`config.mk`:
```
export PLATFORM = sky130hd
export DESIGN_NAME = serial_add_sequencer
export DESIGN_NICKNAME = d
export VERILOG_FILES = /design/src/rtl/serial_add_sequencer.sv
export SDC_FILE = /design/constraint.sdc
export NUM_CORES = 1
export LEC_CHECK = 0
export ABC_CLOCK_PERIOD_IN_PS = 2300
export CAP_MARGIN = 20
export CORE_MARGIN = 1
export CORE_UTILIZATION = 47
export DETAILED_ROUTE_END_ITERATION = 8
export MAX_ROUTING_LAYER = met4
export PLACE_DENSITY_LB_ADDON = 0.15
export SKIP_LAST_GASP = 1
export SLEW_MARGIN = 5
export SYNTH_ARGS = -nofsm -noshare
export SYNTH_HDL_FRONTEND = slang
export SYNTH_SLANG_ARGS = --single-unit
```
`constraint.sdc`:
```
create_clock -name clk -period 2.3 [get_ports clk]
set_clock_uncertainty 0.1 [all_clocks]
set_input_delay 0.575 -clock clk [delete_from_list [all_inputs] [get_ports clk]]
set_output_delay 0.575 -clock clk [all_outputs]
set_load 0.1 [all_outputs]
```
`src/rtl/serial_add_sequencer.sv`:
```
// Bit-serial adder: one full adder (two half adders) swept over WIDTH cycles,
// with valid/ready handshakes on operands and result. Optional signed overflow
// flag is enabled by defining SERIAL_ADD_OVERFLOW_EN.
module serial_add_sequencer #(
  parameter int WIDTH = 8
) (
  input  logic             clk,
  input  logic             rst_n,
  input  logic             in_valid,
  output logic             in_ready,
  input  logic [WIDTH-1:0] a,
  input  logic [WIDTH-1:0] b,
  output logic             out_valid,
  input  logic             out_ready,
  output logic [WIDTH-1:0] sum,
  output logic             carry_out,
  output logic             busy
`ifdef SERIAL_ADD_OVERFLOW_EN
  ,
  output logic             overflow
`endif
);

  localparam int CNT_W = (WIDTH > 1) ? $clog2(WIDTH) : 1;

  typedef enum logic [1:0] {
    IDLE = 2'd0,
    RUN  = 2'd1,
    DONE = 2'd2
  } state_t;

  state_t             state, state_nxt;
  logic [WIDTH-1:0]   a_q, b_q, res;
  logic [CNT_W-1:0]   cnt;
  logic               carry, cout_q;
  logic [1:0]         ha1, ha2;
  logic               bit_sum, carry_nxt, last_bit;

  // Returns {carry, sum}
  function automatic logic [1:0] half_add(input logic x, input logic y);
    return {x & y, x ^ y};
  endfunction

  always_comb begin
    ha1       = half_add(a_q[cnt], b_q[cnt]);
    ha2       = half_add(ha1[0], carry);
    bit_sum   = ha2[0];
    carry_nxt = ha1[1] | ha2[1];
    last_bit  = (cnt == CNT_W'(WIDTH - 1));
  end

  always_comb begin
    state_nxt = state;
    case (state)
      IDLE:    if (in_valid) state_nxt = RUN;
      RUN:     if (last_bit) state_nxt = DONE;
      DONE:    if (out_ready) state_nxt = IDLE;
      default: state_nxt = IDLE;
    endcase
  end

  always_ff @(posedge clk) begin
    if (!rst_n) state <= IDLE;
    else        state <= state_nxt;
  end

  // Result shifts in from the MSB so the LSB computed first ends at bit 0
  always_ff @(posedge clk) begin
    if (!rst_n) begin
      cnt    <= '0;
      carry  <= 1'b0;
      res    <= '0;
      cout_q <= 1'b0;
    end else begin
      case (state)
        IDLE: begin
          if (in_valid) begin
            cnt   <= '0;
            carry <= 1'b0;
          end
        end
        RUN: begin
          res   <= {bit_sum, res[WIDTH-1:1]};
          carry <= carry_nxt;
          if (last_bit) cout_q <= carry_nxt;
          else          cnt    <= cnt + CNT_W'(1);
        end
        default: ;
      endcase
    end
  end

  always_ff @(posedge clk) begin
    if (rst_n && state == IDLE && in_valid) begin
      a_q <= a;
      b_q <= b;
    end
  end

`ifdef SERIAL_ADD_OVERFLOW_EN
  logic ovf_q;

  // Carry into the MSB is the registered carry during the last bit
  always_ff @(posedge clk) begin
    if (!rst_n)                        ovf_q <= 1'b0;
    else if (state == RUN && last_bit) ovf_q <= carry ^ carry_nxt;
  end

  assign overflow = ovf_q;
`endif

  assign in_ready  = (state == IDLE);
  assign out_valid = (state == DONE);
  assign busy      = (state != IDLE);
  assign sum       = res;
  assign carry_out = cout_q;

endmodule

```
; ---- After elaboration in Yosys (flattened, before gate mapping)
; Cells that the tools add are included.
[totals]
regBits = 31
elab_cells = 43
[op_classes]
n_addsub = 1
n_lt_le_gt_ge = 1
eq_ne = 7
mux = 13
n_bitwise = 5
reduce_logical = 9
[ops]
columns = cell, n
row1 = 1-bit binary-select mux with 3-bit select, 2
row2 = 2-bit 2-to-1 mux, 3
row3 = 3-bit 2-to-1 mux, 2
row4 = 2-bit inequality test (second input constant), 3
row5 = 2-bit one-hot mux with 3 select lines, 1
row6 = 3-bit one-hot mux with 2 select lines, 1
row7 = 3-bit AND reduction, 2
row8 = 3-bit by 4-bit less-than comparator with 1-bit output (second input constant), 1
row9 = 2-bit AND reduction, 2
row10 = 2-bit nonzero test, 2
row11 = 3-bit by 1-bit adder with 3-bit output (second input constant), 1
row12 = 3-bit equality test (second input constant), 1
row13 = 1-bit 2-to-1 mux, 3
row14 = 1-bit AND, 2
row15 = 2-bit by 1-bit equality test with 1-bit output (second input constant), 1
row16 = 2-bit equality test (second input constant), 1
row17 = 1-bit logical AND, 2
row18 = 2-bit logical NOT, 1
row19 = 2-bit by 1-bit inequality test with 1-bit output (second input constant), 1
row20 = 1-bit one-hot mux with 2 select lines, 1
row21 = 1-bit XOR, 2
row22 = 1-bit OR, 1

; ---- Logic depth before layout (Yosys ltp)
[logic_depth]
ltp_word = 6
mapped_depth = 6
ltp_nobuf = 5

; ---- Worst setup path before layout
; No wires, ideal clock.
[synth_timing]
path_kind = reg-to-output
startpoint = register state[0]
endpoint = output port busy
arrival_time_ns = 2.694
required_time_ns = 1.625
slack_ns = -1.069
stages_incl_launch_ff = 4
path_buffers = 1
cell_sequence = dfxtp_1 buf_2 nor2_1 inv_1
[synth_via]
elab_chain_cells = 1
[synth_lines]
columns = element, line_no
row1 = from (decl), 32  ; state_t state, state_nxt;
row2 = from (signal assigned), 64  ; else state <= state_nxt;
row3 = 2-bit nonzero test, 114  ; assign busy = (state != IDLE);
row4 = to (decl), 17  ; output logic busy
; Every way passes these cells.

; ---- Final worst setup path
[layout_timing]
startpoint = register cnt[0]
endpoint = register res[7], in the netlist sum[7]
[layout_via]
elab_chain_cells = 4
word_cells_on_any_way = 6
classes_between = 4 x mux / 2 x bitwise
[layout_lines]
columns = element, line_no
row1 = from (decl), 34  ; logic [CNT_W-1:0] cnt;
row2 = from (signal assigned), 86  ; else cnt <= cnt + CNT_W'(1);
row3 = 1-bit binary-select mux with 3-bit select, 45  ; ha1 = half_add(a_q[cnt], b_q[cnt]);
row4 = 1-bit 2-to-1 mux (implied by the code), 45
row5 = 1-bit XOR * (2 in a row), 41  ; return {x & y, x ^ y};
row6 = named net bit_sum, 37  ; logic bit_sum, carry_nxt, last_bit;
row7 = to (signal assigned), 83  ; res <= {bit_sum, res[WIDTH-1:1]};
row8 = to (decl), 33  ; logic [WIDTH-1:0] a_q, b_q, res;
; The timed path passes the listed nets; every way through them passes the cells marked *. The select of a mux whose other input is x is not followed.
; A chain may end at the register's enable or synchronous reset.

==> out/results.ini <==
[setup_path]
crit_type=flop to flop
crit_fanout=5
crit-reg2reg-capture=sum[7]
worstSetupEndpointType=flop
r2r_cells=5
cp-start-kind=flop
rrSetupSlack_ns=0.13
cp.arrival_ns=2.31
worstPathRequired_ns=2.44
r2r_start=cnt[0]

[global_routing]
grt-busiest-layer=met2
gr-usage-met2_pct=24.2
grt_max_degree=17
grt_pass1_wl_um=3280
grt_overflow=0
grt.total_usage_pct=17.4
antenna_found_initial=0
first_global_vias=730
use_met1_pct=21.8
met3_usage_pct=7.63

[placement]
dp_slack_ns=0.0506
hpwl_um=1540
place.gp.congestion=0.727
placed_cell_area_um2=1640
dpl.cell_count=156
io_buffer_count=31

[clock_network]
clock-sinks=31
cts_tree=built
clk_pin_slew_ns=0.09
clockBufferDepth=2
cts_setup_buffers=0
root_buffer=clkbuf_4
cts_max_level=2
numCtsBuffers=5
clock_latency_ns=0.32

[min_path]
hold_depth=2
min_to=carry_out
hold_class=flop to flop
hp-start=carry_out

[synthesis]
synth_edf_count=16
yosysWarnings=0
yosys_register_bits=31
yosysTopAreaCell=edfxtp_1
yosysSeqAreaShare_pct=61.1
synthXorXnorAreaFrac_pct=0
synth_common_cells=nand2_1, edfxtp_1, dfxtp_1
synth-simple-area-share_pct=12.1
synth_compound_area_share_pct=10.7
yosys.cell_types.count=25
yosysMostFrequentCell=nand2_1
synth_top_area_share_pct=37.6
synth_fa_ha_area_share_pct=3.53
syn_avg_cell_area_um2=13.2
ys.flop_type=edfxtp_1
netlist_instances=97
yosys-top-cells-area=edfxtp_1, dfxtp_1, mux4_1, a21boi_0, nand2_1
syn_area_um2=1280
synth_mux_area_share_pct=9.99
async_reset_ff_share_pct=0
synth_top_family_by_area=simple AND/OR/NAND/NOR gates
synth_nets=120

[sta]
setup_ws_ns=0.131
finalCritPeriodShare_pct=94.3
tns_ns=0
worstMarginPinSlew_ns=0.674
fmax_ghz=0.461
slew_viol_final=0
period_minus_slack_ns=2.17
setup_viol=0
rsz0062_at_grt=no
max_slew_margin_pct=54.9
hold_violations=0

[floorplanning]
io_pins=32
core.rowCount=18
die_x_um=54.1
die_h_um=54.1
core_um2=2520
dieArea_um2=2930
initial_core_util_pct=50.6

[status]
status=finished, final reports clean

[finish]
stdcell_count=164
antenna_cells=0
final_util_pct=66.9
seq_area_um2=782
drive_gt1_share_pct=18.7
multi_input_area_um2=474
fillers=208
fin_nets=156
area_delta_synth_final_pct=32.0
final_area_um2=1690

[drt]
wirelength_um=2130
drc=0
drt-wirelength-per-cell_um=13.0
drtPass1Iterations=4
vias_per_cell=5.14
drt-initial-drc-count=16
num_vias=843
drtAntennaViolNets=0

[run]
cap_viol_max_count=0

[power]
p_per_area_nw_per_um2=615
worst_ir_drop_vdd_mv=0.490
p_leak_nw=0.608

## layout by cell type, fill, tap and decap left out, types with 2 or more instances in the layout
master and n:
nor2b_1 2, clkbuf_1 3, clkbuf_4 5, buf_12 3
a21boi_0 13, mux2_2 2, nand2b_1 2, nand2_1 20
dfxtp_1 14, clkdlybuf4s50_1 19, edfxtp_1 16, mux4_1 4
buf_4 12, a32oi_1 2, ha_1 2
## metrics by stage
stage	hold slack [ns]	total power, W
3_5_place_dp	0.367	0.000764
5_1_grt	0.405	0.00108
2_1_floorplan	0.391	0.000705
4_1_cts	0.380	0.00105
6_report	0.381	0.00104
3_3_place_gp	0.352	0.000760
## report_power, final
part           leakage (nW)  switching [W]  internal, W
registers             0.270      0.0000123     0.000600
clock network        0.0265       0.000164     0.000122
logic                 0.312      0.0000714    0.0000674
## flip-flops by register name, summed over array words and instances (netlist names)
| signal | count |
|---|---|
| state | 2 |
| cnt | 3 |
| carry_out | 1 |
| a_q | 8 |
| carry | 1 |
| b_q | 8 |
| sum | 8 |
## worst max path at each step
stage,startpoint,endpoint,depth (start not counted)
6_report,cnt[0],sum[7],5
5_1_grt,cnt[0],sum[7],5
4_1_cts,cnt[0],sum[7],5
3_5_place_dp,cnt[0],sum[7],5
3_3_place_gp,cnt[0],sum[7],5
2_1_floorplan,state[0],busy,3
## cells by family after synthesis
logic type                 after synthesis
adders and majority gates                3
muxes                                    6
DFF                                     31
and+or+nand+nor                         33
buffers and inverters                    6
AOI/OAI and AO/OA                       18
## what timing repair did
item                                    in CTS  in global routing
endpoints found under the setup margin       0                  2
hold buffers                                 0                  0
gates resized for setup                      0                  1
## cell type report
class / instances / area share [%]
timing repair buffer: 34 / 20.2
tap: 30 / 2.23
sequential: 31 / 46.4
clock buffer: 8 / 2.89
multi-input combinational: 60 / 28.1
inverter: 1 / 0.223
## per-layer routing
metal	share of wire (%)	wire length, µm
met1	47	1010
met3	6.0	129
met5	0	0
met4	0.70	15
met2	46	982
## critical path: stages (launching register included)
cell and delay (ns):
dfxtp_2 0.40, mux4_1 0.59, mux2_2 0.29, fa_1 0.48, nand2_1 0.04, a21boi_0 0.18
Note: power is estimated with default switching activity, not from simulation.
